`config.mk`:
```
export PLATFORM = sky130hd
export DESIGN_NAME = ingame_fsm
export DESIGN_NICKNAME = d
export VERILOG_FILES = /design/src/rtl/ingame_fsm.sv
export SDC_FILE = /design/constraint.sdc
export NUM_CORES = 1
export LEC_CHECK = 0
export CORE_ASPECT_RATIO = 1.4
export CORE_MARGIN = 10
export CORE_UTILIZATION = 33
export CTS_CLUSTER_SIZE = 16
export DETAILED_ROUTE_END_ITERATION = 8
export PLACE_DENSITY = 0.64
export SLEW_MARGIN = 15
export SYNTH_ARGS = -nofsm -noshare
export SYNTH_HDL_FRONTEND = slang
export SYNTH_SLANG_ARGS = --single-unit
```
`constraint.sdc`:
```
create_clock -name CLOCK_50 -period 2.9 [get_ports CLOCK_50]
set_clock_uncertainty 0.15 [all_clocks]
set_input_delay 0.58 -clock CLOCK_50 [delete_from_list [all_inputs] [get_ports CLOCK_50]]
set_output_delay 0.58 -clock CLOCK_50 [all_outputs]
set_load 0.1 [all_outputs]
```
`src/rtl/ingame_fsm.sv`:
```
// ingame_fsm: memory-match round controller (pick two tiles, compare, show mismatches, detect win/loss).
module ingame_fsm #(
  parameter logic [47:0] LAYOUT = {3'd7, 3'd7, 3'd6, 3'd6, 3'd5, 3'd5, 3'd4, 3'd4,
                                   3'd3, 3'd3, 3'd2, 3'd2, 3'd1, 3'd1, 3'd0, 3'd0},
  parameter int SHOW_CYCLES = 25000000,
  parameter int MAX_MOVES = 40
) (
  input  logic        CLOCK_50,
  input  logic        userquit,
  input  logic        ingameOn,
  input  logic [3:0]  tileSel,
  input  logic        keyselect,
  output logic [15:0] revealed,
  output logic [15:0] matched,
  output logic [6:0]  movesCount,
  output logic [3:0]  pairsLeft,
  output logic        gameOver,
  output logic        win
);
  typedef enum logic [2:0] {IDLE, PICK1, PICK2, COMPARE, SHOW, OVER} state_t;
  localparam int TW = (SHOW_CYCLES > 1) ? $clog2(SHOW_CYCLES) : 1;
  state_t        state_q;
  logic [TW-1:0] timer_q;
  logic [3:0]    first_q, second_q;
  logic          key_q;
  logic [2:0]    val [16];
  logic          ev, same;
  logic [6:0]    moves_d;
  for (genvar k = 0; k < 16; k++) begin : g_val
    assign val[k] = LAYOUT[3*k +: 3];
  end
  always_comb begin
    ev = keyselect & ~key_q;
    same = val[first_q] == val[second_q];
    moves_d = (movesCount == 7'd127) ? movesCount : movesCount + 7'd1;
  end
  // IDLE and a dropped ingameOn share one clearing path so abandoning a game needs no extra state
  always_ff @(posedge CLOCK_50 or posedge userquit) begin
    if (userquit) begin
      state_q    <= IDLE;
      revealed   <= '0;
      matched    <= '0;
      movesCount <= '0;
      pairsLeft  <= 4'd8;
      gameOver   <= 1'b0;
      win        <= 1'b0;
      timer_q    <= '0;
      first_q    <= '0;
      second_q   <= '0;
      key_q      <= 1'b0;
    end else begin
      key_q <= keyselect;
      if (state_q == IDLE || !ingameOn) begin
        state_q    <= ingameOn ? PICK1 : IDLE;
        revealed   <= '0;
        matched    <= '0;
        movesCount <= '0;
        pairsLeft  <= 4'd8;
        gameOver   <= 1'b0;
        win        <= 1'b0;
        timer_q    <= '0;
        first_q    <= '0;
        second_q   <= '0;
      end else begin
        case (state_q)
          PICK1: if (ev && !revealed[tileSel]) begin
            first_q           <= tileSel;
            revealed[tileSel] <= 1'b1;
            state_q           <= PICK2;
          end
          PICK2: if (ev && !revealed[tileSel]) begin
            second_q          <= tileSel;
            revealed[tileSel] <= 1'b1;
            state_q           <= COMPARE;
          end
          COMPARE: begin
            movesCount <= moves_d;
            if (same) begin
              matched[first_q]  <= 1'b1;
              matched[second_q] <= 1'b1;
              pairsLeft         <= pairsLeft - 4'd1;
              if (pairsLeft == 4'd1) begin
                state_q  <= OVER;
                gameOver <= 1'b1;
                win      <= 1'b1;
              end else if (moves_d == 7'(MAX_MOVES)) begin
                state_q  <= OVER;
                gameOver <= 1'b1;
              end else state_q <= PICK1;
            end else if (moves_d == 7'(MAX_MOVES)) begin
              state_q  <= OVER;
              gameOver <= 1'b1;
            end else begin
              timer_q <= TW'(SHOW_CYCLES - 1);
              state_q <= SHOW;
            end
          end
          SHOW: if (timer_q == '0) begin
            revealed[first_q]  <= 1'b0;
            revealed[second_q] <= 1'b0;
            state_q            <= PICK1;
          end else timer_q <= timer_q - 1'b1;
          default: ;
        endcase
      end
    end
  end
endmodule

```
# After elaboration in Yosys (flattened, before gate mapping)
# Memories as Yosys holds them, arrays and structs flattened.
# Index checks and enable logic that the tools add are counted.
[word_totals] mem_bits_ro=96 wordCells=130 output_inout_bits=45 n_memories=2 ff_bits=82
[mem_list] name="(name not given)" depth=16 word_bits=3 rd=1 rd_ports_with_merged_regs=0 write_ports=0 line="34" rtl="same = val[first_q] == val[second_q];"
[mem_list] name="(name not given)" depth=16 word_bits=3 rd=1 rd_ports_with_merged_regs=0 write_ports=0 line="34"
[op_classes] n_lt_le_gt_ge=8 eq_ne=15 mux=54 n_reduce_logical=26 addsub=3 bitwise=11
[ops] cell="two-way mux 25 bit" count=4
[ops] cell="two-way mux 16 bit" count=6
[ops] cell="case mux 25 bit (2 select lines)" count=1
[ops] cell="bitwise OR 16 bit" count=3
[ops] cell="two-way mux 3 bit" count=11
[ops] cell="AND 16 bit" count=2
[ops] cell="two-way mux 4 bit" count=8
[ops] cell="NOT 16 bit" count=2
[ops] cell="case mux 16 bit (2 select lines)" count=1
[ops] cell="logical NOT 25 bit" count=1
[ops] cell="subtractor 25 x 1 -> 25 bit, second input constant" count=1
[ops] cell="two-way mux 7 bit" count=3
[ops] cell="inequality test 3 bit, second input constant" count=6
[ops] cell="< comparator 4 x 5 -> 1 bit, second input constant" count=3
[ops] cell="two-way mux 1 bit" count=15
[ops] cell="demux 1 bit (select 4 bit)" count=3
[ops] cell="greater-or-equal comparator 4 x 1 -> 1 bit, second input constant" count=3
[ops] cell="case mux 3 bit (4 select lines)" count=1
[ops] cell="nonzero test 2 bit" count=6
[ops] cell="greater-or-equal comparator 5 bit, second input constant" count=2
[ops] cell="NOT 4 -> 5 bit" count=2
[ops] cell="AND reduction 4 bit" count=2
[ops] cell="adder 7 x 1 -> 7 bit, second input constant" count=1
[ops] cell="== test 7 x 6 -> 1 bit, second input constant" count=1
[ops] cell="20 further kinds" count=29

# Logic depth before layout (Yosys ltp)
[logic_depth] word_depth=10 mapped_depth=9 ltp_nobuf=8

# Worst setup path after synthesis
# OpenSTA, ideal clock, no wires.
[synth_timing] kind="reg2reg" start="register movesCount[1]" end="register timer_q[1]" setup_time_ps=99 slack_ps=-207 t_required_ps=2651 path_stages_with_launch=8 t_arrival_ps=2857 path_cell_list="dfrtp_1 > ha_1 > nor4b_1 > nand2_1 > nor4_1 > o31ai_1 > clkbuf_1 > a311oi_1"
[synth_via] elab_chain_cells=5
[synth_lines] element="from (decl)" line="15" rtl="output logic [6:0] movesCount,"
[synth_lines] element="from (signal assigned)" line="77" rtl="movesCount <= moves_d;"
[synth_lines] element="adder 7 x 1 -> 7 bit / == test 7 bit (equally long branches)" line="35" rtl="moves_d = (movesCount == 7'd127) ? movesCount : movesCount + 7'd1;"
[synth_lines] element="two-way mux 7 bit *" line="35"
[synth_lines] element="== test 7 x 6 -> 1 bit *" line="90" rtl="end else if (moves_d == 7'(MAX_MOVES)) begin"
[synth_lines] element="inequality test 3 bit (no line) *"
[synth_lines] element="AND reduction 4 bit (no line) *"
[synth_lines] element="to (signal assigned)" line="94" rtl="timer_q <= TW'(SHOW_CYCLES - 1);"
[synth_lines] element="to (signal assigned)" line="102" rtl="end else timer_q <= timer_q - 1'b1;"
[synth_lines] element="to (decl)" line="23" rtl="logic [TW-1:0] timer_q;"
# Mark *: on every way between the ends. The rest lies on a longest branch, timed or not.
# A chain may end at the register's enable or synchronous reset.

# Worst setup path in the final report
[layout_timing] start="register timer_q[0]" end="register timer_q[17]"
[layout_via] elab_chain_cells=4
[layout_lines] element="subtractor 25 x 1 -> 25 bit" line="102"
[layout_lines] element="two-way mux 25 bit" line="98" rtl="SHOW: if (timer_q == '0) begin"
[layout_lines] element="case mux 25 bit (2 select lines)" line="65" rtl="case (state_q)"
[layout_lines] element="two-way mux 25 bit" line="53" rtl="if (state_q == IDLE || !ingameOn) begin"
# Several ways; a longest one is shown, not always the timed one. The select of a mux whose other input is x is not followed.

==> metrics.cfg <==
[status]
status = finished clean

[sta]
fin_ws_ns = 0.241
min_period_ns = 2.66
setup_tns_ns = 0
rsz0062_at_grt = no
period_share = 0.917
slew_violations = 0
hold_violations = 0
worstMarginPinSlew_ns = 0.712
setup_viol = 0
slew_headroom = 0.525
hold_ws_ns = 0.349
fmax_mhz = 376

[synth]
ys_top_cells_by_area = dfrtp_1, nor2_1, nand2_1
synth_top_area_cell = dfrtp_1
syn_area_um2 = 4630
synth_seq_cells = 82
synth_ff_type = dfrtp_1
yosys-top-cells-count = dfrtp_1, nor2_1, nand2_1, a21oi_1, clkbuf_1
synth-seq-area-share = 0.444
syn_inst = 495
syn_nets = 507
synth.most_common_cell = dfrtp_1
synth_top_area_frac = 0.438
async_flop_share = 1.00
yosys_warnings = 0
ys_types = 72
synth_enable_flop_cells = 0
syn_avg_cell_area_um2 = 9.34

[cts]
clock_latency_ns = 0.35
cts_buffer_depth = 2
cts_buffers = 9
root_buffer = clkbuf_16
h-tree-depth = 3
cts.sinks = 82
cts_setup_buffers = 0
clk_pin_slew_ns = 0.06
cts_tree = done

[place]
dp_worst_setup_slack_ns = -0.348
dp_hpwl_um = 10100
dpl-instance-area_um2 = 5340
place_inst = 722
io_buffer_count = 52
gp_congestion = 0.884

[cells_and_area]
fin_util = 0.407
layout-drive-gt1-share = 0.195
area_delta_synth_final_pct = 21.9
nNetsFinal = 560
fin_area_um2 = 5640
diodes = 0
layout.cells.non_filler = 738

[power]
switching_share = 0.266
p_seq_frac = 0.448
p_total_mw = 2.63
power.density_nw_per_um2 = 466
comb_power_share = 0.116
p_int_mw = 1.93
p_leak_nw = 2.63
peakVddDrop_mv = 0.285
power_frac_clock = 0.436
p_switching_mw = 0.699

[hold_path]
min_from = matched[0]
worstHoldPathType = reg -> reg
min_delay_worst_endpoint = matched[0]
hold-path-cell-count = 2

[worst_setup_path]
critPathCaptureType = flop
crit_required_ns = 3.01
crit_fanout = 23
path_class = reg -> reg
rr_worst_depth = 10
cp-start-kind = flop
r2r_setup_slack_ns = 0.24
r2r_end = timer_q[17]
worstPathArrival_ns = 2.77
timing.rr.start = timer_q[0]

[detailed_routing]
drtIter0Drc = 228
first_pass_iters = 4
vias_per_cell = 5.59
routedWlPerCell_um = 18.2
drcViolationCount = 0
antenna_left = 0
via_count = 4127
wl_um = 13500

[die]
initial_core_util = 0.334
die_area_um2 = 19200
die_h_um = 160
io_pins = 53
design.core.area_um2 = 13800
fp-row-count = 51
die_w_um = 120

[grt]
grt_max_degree = 39
grt_pass1_wl_um = 22200
grt_pass1_vias = 4264
grt.met3_usage = 0.0289
grt_util_met1 = 0.154
grt_busiest_layer = met2
grt-ovfl-total = 0
antenna_found_initial = 0
grtUsageTotal = 0.141
met2_usage = 0.248

[job]
drv_cap = 0

[layout by cell type, fill, tap and decap left out, types with 5 or more instances in the layout]
| cell type | count |
|---|---|
| inv_1 | 8 |
| or2_2 | 6 |
| a311oi_1 | 9 |
| nand3_1 | 9 |
| a31o_1 | 6 |
| clkbuf_16 | 9 |
| dfrtp_1 | 79 |
| mux2i_1 | 6 |
| nor2_1 | 51 |
| a21oi_1 | 32 |
| clkdlybuf4s50_1 | 6 |
| a22o_1 | 14 |
| o21ai_0 | 17 |
| nor3_1 | 11 |
| and3_1 | 5 |
| or3_1 | 12 |
| o22ai_1 | 14 |
| nand2_1 | 44 |
| o21a_1 | 9 |
| buf_4 | 66 |
| a211oi_1 | 6 |
| nand2b_1 | 12 |
| o31ai_1 | 8 |
| nor4_1 | 9 |
[final cells by class]
| type | count | area, um2 |
|---|---|---|
| inverters | 9 | 35.0 |
| flip-flops and latches | 82 | 2060 |
| well taps | 185 | 231 |
| fillers | 1374 | 8210 |
| repair buffers | 76 | 628 |
| clock inverters | 7 | 70.1 |
| clock buffers | 9 | 225 |
| multi-input cells | 370 | 2390 |
[registers in the layout (all words and copies together), names as in the netlist]
signal / flops
pairsLeft: 4
second_q: 4
revealed: 16
win: 1
gameOver: 1
first_q: 4
matched: 16
state_q: 3
movesCount: 7
key_q: 1
timer_q: 25
[layer usage]
metal	vias to the layer above	part of all wire
met5	-	0
met4	0	0.038
met3	26	0.037
met2	99	0.53
met1	2035	0.40
li1	1967	-
[what timing repair did]
action / CTS / global route
setup endpoints to repair: 0 / 25
hold endpoints to repair: 0 / 0
gates resized for setup: 0 / 2
hold buffers: 0 / 0
[kinds of logic (layout without fill, tap and decap cells)]
group	Yosys count	count (layout)	share of synthesized area
AOI/OAI and AO/OA	160	160	0.246
muxes	11	11	0.0373
adders and majority gates	4	4	0.0108
buffers and inverters	43	101	0.0408
DFF	82	82	0.444
xor gates and xnor gates	6	6	0.0114
and+or+nand+nor	189	189	0.210
[worst max-delay path, cell delays in order, from the launching register on]
cell and delay (ns):
dfrtp_1 0.41, inv_1 0.09, ha_1 0.19, nor3b_1 0.29, nand4b_1 0.23, o31ai_2 0.31
buf_4 0.28, o31ai_2 0.09, buf_4 0.22, o21ai_0 0.17, o2bb2ai_1 0.14
[power by group through the flow]
| stage | combinational (mW) | clock (mW) | sequential, mW |
|---|---|---|---|
| after floorplan | 0.195 | 0 | 1.21 |
| after global placement | 0.297 | 0 | 1.20 |
| after detailed placement | 0.301 | 0 | 1.20 |
| after CTS | 0.303 | 1.17 | 1.18 |
| after global routing | 0.336 | 1.22 | 1.18 |
| final | 0.304 | 1.15 | 1.18 |
[how the worst max path moves through the flow]
stage                     startpoint       endpoint  depth (start not counted)
final                     timer_q[0]    timer_q[17]                         10
after floorplan             userquit  movesCount[0]                          1
after CTS                 tileSel[0]     first_q[1]                          8
after global placement    tileSel[0]     first_q[3]                          8
after detailed placement  tileSel[0]     first_q[1]                          8
after global routing      timer_q[0]     timer_q[9]                         10
Power figures use the tool's default switching activity.
